<file path="src/rtl/frame_ram_pkg.sv">
// rtl/frame_ram_pkg.sv - shared widths, arbiter state encoding and pixel packing
package frame_ram_pkg;

    localparam int ADDR_W_DEF = 26;
    localparam int DATA_W_DEF = 24;

    typedef enum logic [1:0] {
        IDLE    = 2'd0,
        RD_ACK  = 2'd1,
        RD_DATA = 2'd2,
        WR_ACK  = 2'd3
    } arb_state_t;

    function automatic logic [23:0] pack_rgb(input logic [7:0] red,
                                             input logic [7:0] green,
                                             input logic [7:0] blue);
        return {red, green, blue};
    endfunction

endpackage

</file>
<file path="src/rtl/wr_cmd_fifo.sv">
// rtl/wr_cmd_fifo.sv - write-command FIFO; a push on a full FIFO is taken when a pop frees the slot
module wr_cmd_fifo #(
    parameter int WIDTH = 50,
    parameter int DEPTH = 4
) (
    input  logic             clk,
    input  logic             reset,
    input  logic             push,
    input  logic             pop,
    input  logic [WIDTH-1:0] din,
    output logic [WIDTH-1:0] dout,
    output logic             full,
    output logic             empty
);
    localparam int PTR_W = $clog2(DEPTH);
    localparam logic [PTR_W:0] FULL_CNT = (PTR_W + 1)'(DEPTH);

    logic [WIDTH-1:0] mem [DEPTH];
    logic [PTR_W-1:0] wr_ptr;
    logic [PTR_W-1:0] rd_ptr;
    logic [PTR_W:0]   count;
    logic             do_push;
    logic             do_pop;

    assign full    = (count == FULL_CNT);
    assign empty   = (count == '0);
    assign do_pop  = pop && !empty;
    assign do_push = push && (!full || do_pop);
    assign dout    = mem[rd_ptr];

    always_ff @(posedge clk) begin
        if (do_push) begin
            mem[wr_ptr] <= din;
        end
    end

    always_ff @(posedge clk or posedge reset) begin
        if (reset) begin
            wr_ptr <= '0;
            rd_ptr <= '0;
            count  <= '0;
        end else begin
            if (do_push) begin
                wr_ptr <= wr_ptr + PTR_W'(1);
            end
            if (do_pop) begin
                rd_ptr <= rd_ptr + PTR_W'(1);
            end
            if (do_push && !do_pop) begin
                count <= count + (PTR_W + 1)'(1);
            end else if (do_pop && !do_push) begin
                count <= count - (PTR_W + 1)'(1);
            end
        end
    end

endmodule

</file>
<file path="src/rtl/frame_ram_arbiter.sv">
// rtl/frame_ram_arbiter.sv - frame-RAM port shared by queued pixel writes and prioritised scan-out reads
module frame_ram_arbiter
    import frame_ram_pkg::*;
#(
    parameter int ADDR_W        = ADDR_W_DEF,
    parameter int DATA_W        = DATA_W_DEF,
    parameter int WFIFO_DEPTH   = 4,
    parameter int MAX_RD_STREAK = 8
) (
    input  logic              clk,
    input  logic              reset,
    input  logic              wr_strobe,
    input  logic [ADDR_W-1:0] wr_addr,
    input  logic [DATA_W-1:0] wr_data,
    output logic              wr_pending,
    output logic              wr_overflow,
    input  logic              ovf_clr,
    input  logic              rd_req,
    input  logic [ADDR_W-1:0] rd_addr,
    output logic              rd_grant,
    output logic              rd_valid,
    output logic [DATA_W-1:0] rd_data,
    output logic              mem_req,
    output logic              mem_we,
    output logic [ADDR_W-1:0] mem_addr,
    output logic [DATA_W-1:0] mem_wdata,
    input  logic              mem_ack,
    input  logic              mem_rvalid,
    input  logic [DATA_W-1:0] mem_rdata
);
    localparam int STREAK_W = $clog2(MAX_RD_STREAK + 1);
    localparam logic [STREAK_W-1:0] STREAK_MAX = STREAK_W'(MAX_RD_STREAK);

    arb_state_t                 state;
    arb_state_t                 state_next;
    logic [STREAK_W-1:0]        streak;
    logic                       do_read;
    logic                       do_write;
    logic                       fifo_full;
    logic                       fifo_empty;
    logic [ADDR_W+DATA_W-1:0]   fifo_dout;
    logic                       ovf_set;

    wr_cmd_fifo #(
        .WIDTH(ADDR_W + DATA_W),
        .DEPTH(WFIFO_DEPTH)
    ) u_wr_cmd_fifo (
        .clk   (clk),
        .reset (reset),
        .push  (wr_strobe),
        .pop   (do_write),
        .din   ({wr_addr, wr_data}),
        .dout  (fifo_dout),
        .full  (fifo_full),
        .empty (fifo_empty)
    );

    // A strobe on a full FIFO survives only if this edge pops the head.
    assign ovf_set    = wr_strobe && fifo_full && !do_write;
    assign wr_pending = !fifo_empty || (state == WR_ACK);

    always_ff @(posedge clk or posedge reset) begin
        if (reset) begin
            state <= IDLE;
        end else begin
            state <= state_next;
        end
    end

    always_comb begin
        state_next = state;
        do_read    = 1'b0;
        do_write   = 1'b0;
        case (state)
            IDLE: begin
                if (rd_req && (fifo_empty || streak < STREAK_MAX)) begin
                    do_read    = 1'b1;
                    state_next = RD_ACK;
                end else if (!fifo_empty) begin
                    do_write   = 1'b1;
                    state_next = WR_ACK;
                end
            end
            RD_ACK:  if (mem_ack)    state_next = RD_DATA;
            RD_DATA: if (mem_rvalid) state_next = IDLE;
            WR_ACK:  if (mem_ack)    state_next = IDLE;
            default: state_next = IDLE;
        endcase
    end

    always_ff @(posedge clk or posedge reset) begin
        if (reset) begin
            mem_req     <= 1'b0;
            mem_we      <= 1'b0;
            mem_addr    <= '0;
            mem_wdata   <= '0;
            rd_grant    <= 1'b0;
            rd_valid    <= 1'b0;
            rd_data     <= '0;
            streak      <= '0;
            wr_overflow <= 1'b0;
        end else begin
            rd_grant <= (state == RD_ACK) && mem_ack;
            rd_valid <= (state == RD_DATA) && mem_rvalid;
            if ((state == RD_DATA) && mem_rvalid) begin
                rd_data <= mem_rdata;
            end

            if (do_read) begin
                mem_req   <= 1'b1;
                mem_we    <= 1'b0;
                mem_addr  <= rd_addr;
                mem_wdata <= '0;
            end else if (do_write) begin
                mem_req   <= 1'b1;
                mem_we    <= 1'b1;
                mem_addr  <= fifo_dout[ADDR_W+DATA_W-1:DATA_W];
                mem_wdata <= fifo_dout[DATA_W-1:0];
            end else if (((state == RD_ACK) || (state == WR_ACK)) && mem_ack) begin
                mem_req <= 1'b0;
            end

            // Streak only measures how long a queued write has been held off.
            if (fifo_empty || do_write) begin
                streak <= '0;
            end else if (do_read && (streak < STREAK_MAX)) begin
                streak <= streak + STREAK_W'(1);
            end

            if (ovf_set) begin
                wr_overflow <= 1'b1;
            end else if (ovf_clr) begin
                wr_overflow <= 1'b0;
            end
        end
    end

endmodule

</file>
<file path="config.mk">
export PLATFORM = sky130hd
export DESIGN_NAME = frame_ram_arbiter
export DESIGN_NICKNAME = d
export VERILOG_FILES = /design/src/rtl/frame_ram_pkg.sv /design/src/rtl/wr_cmd_fifo.sv /design/src/rtl/frame_ram_arbiter.sv
export SDC_FILE = /design/constraint.sdc
export NUM_CORES = 1
export LEC_CHECK = 0
export CAP_MARGIN = 20
export CORE_MARGIN = 1.5
export CORE_UTILIZATION = 45
export DETAILED_ROUTE_END_ITERATION = 10
export PLACE_DENSITY = 0.69
export SKIP_LAST_GASP = 1
export SLEW_MARGIN = 20
export SYNTH_ARGS = -nofsm -noshare
export SYNTH_HDL_FRONTEND = slang
export SYNTH_SLANG_ARGS = --single-unit
</file>
<file path="constraint.sdc">
create_clock -name clk -period 4.3 [get_ports clk]
set_input_delay 0.86 -clock clk [delete_from_list [all_inputs] [get_ports clk]]
set_output_delay 0.86 -clock clk [all_outputs]
set_load 0.02 [all_outputs]
</file>
==> results of run 1 <==
## per-layer routing
metal  global-route usage (%)  share of wire (%)  up-vias
li1                         -                  -     2850
met1                     25.6                 44     3043
met2                     29.2                 48      213
met3                     4.12                7.4       27
met4                     4.55                1.4        0
met5                        0                  0        -
## final cells by class
cell class                      instances  area, um^2
Antenna cell                            1        2.50
Sequential cell                       292        8310
Inverter                                9        36.3
Clock buffer                           34         754
Fill cell                            1789        9920
Multi-Input combinational cell        315        2530
Tap cell                              324         405
Clock inverter                         19         183
Timing Repair Buffer                  200        2030
## metrics by stage
stage | setup slack, ps | utilization (%) | power [W] | hold WS, ps
global route | 1090 | 59.0 | 0.0107 | 490
detailed placement | 819 | 55.0 | 0.00773 | 464
floorplan | 1050 | - | 0.00635 | 497
global placement | 882 | 54.9 | 0.00766 | 457
CTS | 1170 | 58.8 | 0.0102 | 478
finish | 1210 | 59.0 | 0.0101 | 475
## cells in the mapped netlist, types with 2 or more instances
cell,instances
or2_2,2
nand2b_1,2
xor2_1,2
buf_2,20
nand3b_1,2
clkbuf_1,12
inv_1,8
o31ai_1,2
a21oi_1,56
and3_1,6
ha_1,6
nor3_1,3
xnor2_1,3
a22o_1,24
dfrtp_1,92
nor2_1,32
nand2_1,107
nand3_1,4
mux4_2,50
edfxtp_1,200
## logic make-up (layout without fill, tap and decap cells)
| kind of cell | Yosys count | in the layout |
|---|---|---|
| and+or+nand+nor | 162 | 162 |
| adders and majority gates | 7 | 7 |
| xor gates and xnor gates | 6 | 6 |
| buffers and inverters | 42 | 262 |
| AOI/OAI and AO/OA | 89 | 89 |
| muxes | 51 | 51 |
| DFF | 292 | 292 |
| other | 0 | 1 |
## final timing paths
kind                                              from                 endpoint  slack [ps]  depth (start not counted)
worst max-delay path            u_wr_cmd_fifo.count[1]               wr_pending        1210                          3
worst min-delay path                        rd_data[2]               rd_data[2]         480                          2
worst max register to register                state[1]  u_wr_cmd_fifo.mem[2][2]        1840                          4
worst min register to register              rd_data[2]               rd_data[2]         480                          2
max in group asynchronous                        reset              rd_data[20]        2730                          3
min in group asynchronous                        reset             mem_addr[15]         740                          2
## flip-flops by register name, indices dropped and copies added, names as in the netlist, 2 cells and up
register              cells
mem_wdata                24
u_wr_cmd_fifo.count       3
state                     2
u_wr_cmd_fifo.rd_ptr      2
streak                    4
u_wr_cmd_fifo.mem       200
u_wr_cmd_fifo.wr_ptr      2
rd_data                  24
mem_addr                 26
## critical path: stages (launching register included)
cell and delay (ps):
dfrtp_1 450, nor3_1 530, nand2_1 140, clkdlybuf4s50_1 570
## power groups by stage
stage	Combinational [W]	Clock [W]	Sequential (W)
CTS	0.00337	0.00253	0.00433
global route	0.00372	0.00264	0.00431
floorplan	0.00183	0	0.00452
finish	0.00343	0.00247	0.00421
detailed placement	0.00335	0	0.00438
global placement	0.00331	0	0.00435
==> results.py, run 1 <==
metrics = {
    "placement": {
        "dp.cells": 1139,
        "placed_area_mm2": 0.0133,
        "dpl.hpwl_um": 14600,
        "place_congestion": 0.782,
        "port_buffers": 186,
    },
    "pwr": {
        "leakage_nw": 5.29,
        "power_density_mw_per_mm2": 709,
        "ir_drop_mv": 0.353,
        "pwr-share-clk_pct": 24.4,
        "internal_power_w": 0.00689,
        "p_sw_w": 0.00323,
        "netSwitchingFraction_pct": 31.9,
        "p_seq_share_pct": 41.7,
        "power.share.combinational_pct": 33.9,
    },
    "layout": {
        "final_cells": 1194,
        "nets": 961,
        "syn_to_final_growth_pct": 29.5,
        "final_cell_mix": "200 x edfxtp_1, 186 x clkdlybuf4s50_1, 107 x nand2_1",
        "layout-drive-gt1-share_pct": 14.2,
        "layout_commonest_cell": "edfxtp_1",
        "fin_area_mm2": 0.0143,
    },
    "clock_network": {
        "cts_sinks": 292,
        "cts_root_buf": "clkbuf_16",
        "path_clk_slew_ps": 60,
        "postCtsSetupBuffers": 0,
        "cts-htree-levels": 1,
        "hold_buffers": 0,
        "cts_tree": "done",
        "clk_latency_ps": 550,
        "ctsLongestPathBuffers": 3,
        "cts_buffers": 29,
        "cts-resized-gates": 0,
    },
    "synthesis": {
        "ys_ff_latch": 292,
        "synth_top_area_cell": "edfxtp_1",
        "synth_top_family_by_area": "multiplexers",
        "synthAdderAreaFrac_pct": 0.864,
        "synth_simple_gate_area_share_pct": 6.06,
        "async_flop_share_pct": 31.5,
        "synthFlopType": "edfxtp_1",
        "synth_compound_area_share_pct": 5.06,
        "synthDistinctLibCells": 36,
        "synth_edf_count": 200,
        "yosysWarnings": 0,
        "synth.top_cells.by_area": "edfxtp_1 55%, dfrtp_1 21%, mux4_2 10%, nand2_1 3.6%, a21oi_1 2.5%",
        "syn_avg_cell_area_um2": 17.0,
        "ys_seq_area_share_pct": 75.5,
        "netlist_area_mm2": 0.0110,
        "yosysTopAreaCellShare_pct": 54.5,
        "synth_fp_nets": 763,
        "synth-xor-area-share_pct": 0.545,
        "syn_inst": 649,
        "synth_mux_area_share_pct": 10.3,
    },
    "route": {
        "dr.pass1.iters": 4,
        "drtIter0Drc": 384,
        "via_per_inst": 5.14,
        "ant_nets": 0,
        "dr_total_vias": 6133,
        "drc": 0,
        "drt_wl_total_um": 22800,
        "wl_per_cell_um": 19.1,
    },
    "worst_setup_path": {
        "cp_data_required_time_ps": 3440,
        "crit_path_end_kind": "primary output",
        "crit_path_start_kind": "register",
        "cp.arrival_ps": 2230,
        "cp_max_fo": 6,
        "worstSetupPathType": "register to primary output",
    },
    "hold_path": {
        "holdCritPathClass": "register to register",
    },
    "sta": {
        "worst_slew_pin_slew_ps": 701,
        "max_slew_margin_pct": 53.2,
        "finalHoldViolations": 0,
        "finalClockSkew_ps": 17.0,
        "setup_viol": 0,
        "maxSlewViolCount": 0,
        "period_share_pct": 71.8,
        "max_freq_mhz": 324,
        "fin_setup_tns_ps": 0,
        "rsz0062_at_grt": "no",
        "fin_crit_ps": 3090,
    },
    "grt": {
        "grt_max_degree": 53,
        "track_usage_pct": 18.2,
        "grt_pass1_wl_um": 36100,
        "antenna_found_initial": 1,
        "grt_overflow_total": 0,
        "grt_pass1_vias": 6368,
    },
    "die": {
        "rows": 57,
        "dieArea_mm2": 0.0254,
        "coreArea_mm2": 0.0242,
        "die_h_um": 159,
        "start_util_pct": 45.5,
        "die_w_um": 159,
        "ios": 187,
    },
    "flow_run": {
        "cap_violations": 0,
    },
    "run_status": {
        "run_status": "finished, final reports clean",
    },
}
No activity file was read; power rests on OpenSTA's default activity.
==> inputs of run 2 (changes only) <==
==> constraint.sdc (replaced) <==
create_clock -name clk -period 2.9 [get_ports clk]
set_input_delay 0.58 -clock clk [delete_from_list [all_inputs] [get_ports clk]]
set_output_delay 0.58 -clock clk [all_outputs]
set_load 0.02 [all_outputs]
==> run 2 against run 1 <==
  * Critical path type unchanged
  * Via count up 1.5%
  * Critical path depth unchanged
  * First-iteration DRC count is 17% higher
==> results.py, run 2 (synthesized netlist as in run 1, its figures left out) <==
metrics = {
    "route": {
        "via_per_inst": 5.15,
        "dr_total_vias": 6222,
        "dr.pass1.iters": 4,
        "drc": 0,
        "drtIter0Drc": 449,
        "top_layer": "met4",
        "drt_wl_total_um": 23300,
        "wl_met1_um": 10200,
        "wl_per_cell_um": 19.2,
        "dr_wl_met3_um": 1490,
        "routed-wl-met2_um": 11100,
        "ant_nets": 0,
    },
    "die": {
        "coreArea_mm2": 0.0242,
        "die_h_um": 159,
        "rows": 57,
        "die_w_um": 159,
        "ios": 187,
        "start_util_pct": 45.5,
        "dieArea_mm2": 0.0254,
    },
    "pwr": {
        "ir_drop_mv": 0.567,
        "p_seq_share_pct": 41.7,
        "internal_power_w": 0.0104,
        "pwr-share-clk_pct": 24.4,
        "power.share.combinational_pct": 33.8,
        "power_density_mw_per_mm2": 1050,
        "netSwitchingFraction_pct": 31.5,
        "leakage_nw": 5.37,
        "p_sw_w": 0.00478,
        "finalPower_w": 0.0152,
    },
    "clock_network": {
        "ctsLongestPathBuffers": 3,
        "path_clk_slew_ps": 60,
        "cts_tree": "done",
        "postCtsSetupBuffers": 0,
        "cts_buffers": 29,
        "cts_sinks": 292,
        "cts_root_buf": "clkbuf_16",
        "cts-htree-levels": 1,
        "clk_latency_ps": 520,
        "hold_buffers": 0,
        "cts-resized-gates": 0,
    },
    "grt": {
        "grt_max_degree": 43,
        "grt_pass1_wl_um": 36900,
        "grt_overflow_total": 0,
        "track_usage_pct": 18.6,
        "grt_pass1_vias": 6517,
        "antenna_found_initial": 2,
    },
    "sta": {
        "rsz0062_at_grt": "no",
        "worst_slew_pin_slew_ps": 687,
        "finalClockSkew_ps": 7.17,
        "finalHoldViolations": 0,
        "fin_crit_ps": 2690,
        "maxSlewViolCount": 0,
        "max_freq_mhz": 372,
        "setup_viol": 0,
        "period_share_pct": 92.8,
        "fin_setup_tns_ps": 0,
        "max_slew_margin_pct": 54.2,
    },
    "worst_setup_path": {
        "cpMaxStageDelayCell": "clkdlybuf4s50_1",
        "path_cells": "nor3_1 > nand2_1 > clkdlybuf4s50_1",
        "crit_path_end_kind": "primary output",
        "cp_top_family": "simple AND/OR/NAND/NOR gates",
        "cp.arrival_ps": 2110,
        "reg2reg_slack_ps": 650,
        "cp_max_fo": 6,
        "slowest_delay_ps": 560,
        "crit_path_start_kind": "register",
        "worstSetupPathType": "register to primary output",
        "worst-path-buf-inv": 1,
        "cp_data_required_time_ps": 2320,
    },
    "flow_run": {
        "cap_violations": 0,
    },
    "layout": {
        "syn_to_final_growth_pct": 31.1,
        "layout-drive-gt1-share_pct": 15.3,
        "top_regs": "u_wr_cmd_fifo.mem (200), mem_addr (26)",
        "final_cell_mix": "200 x edfxtp_1, 186 x clkdlybuf4s50_1, 107 x nand2_1",
        "largest_reg_flops": 200,
        "layout_commonest_cell": "edfxtp_1",
        "max_flop_register": "u_wr_cmd_fifo.mem",
        "nets": 974,
    },
    "run_status": {
        "run_status": "finished, final reports clean",
    },
    "placement": {
        "port_buffers": 186,
        "dpl.hpwl_um": 15100,
        "place_congestion": 0.747,
    },
    "hold_path": {
        "holdCritPathClass": "primary input to asynchronous set/reset pin",
    },
}
## run 2: stage by stage
stage	setup WS [ps]	util (%)	cell area, um^2	hold slack (ps)	cells
after global placement	83.8	55.7	13500	456	1153
after detailed placement	69.2	55.7	13500	466	1153
after CTS	136	59.7	14400	455	1206
after global routing	14.4	59.7	14400	483	1206
final	209	59.7	14400	454	1208
after floorplan	261	-	11000	497	649
## run 2: cell type report
class                      count  area (um^2)
clock inverter                18          199
timing repair buffer         213         2190
fill                        1809         9740
multi-input combinational    315         2530
antenna                        2         5.00
clock buffer                  35          758
sequential                   292         8310
tap                          324          405
inverter                       9         37.5
## run 2: power by group through the flow
| stage | clock [W] | sequential [W] | combinational, W |
|---|---|---|---|
| floorplan | 0 | 0.00670 | 0.00271 |
| global placement | 0 | 0.00638 | 0.00513 |
| detailed placement | 0 | 0.00642 | 0.00521 |
| CTS | 0.00380 | 0.00635 | 0.00523 |
| global route | 0.00396 | 0.00647 | 0.00556 |
| finish | 0.00370 | 0.00633 | 0.00513 |
## run 2: final timing paths
path / startpoint / endpoint / depth (start not counted)
worst max register to register: streak[3] / u_wr_cmd_fifo.count[1] / 7
worst max-delay path: u_wr_cmd_fifo.count[1] / wr_pending / 3
max in group asynchronous: reset / mem_wdata[9] / 3
worst min register to register: rd_data[16] / rd_data[16] / 2
worst min-delay path: reset / mem_addr[13] / 2
min in group clk: rd_data[16] / rd_data[16] / 2
## run 2: routing by layer
layer,GRT usage (%),up-vias
li1,-,2862
met1,26.0,3122
met2,30.7,214
met3,3.75,24
met4,3.60,0
met5,0,-
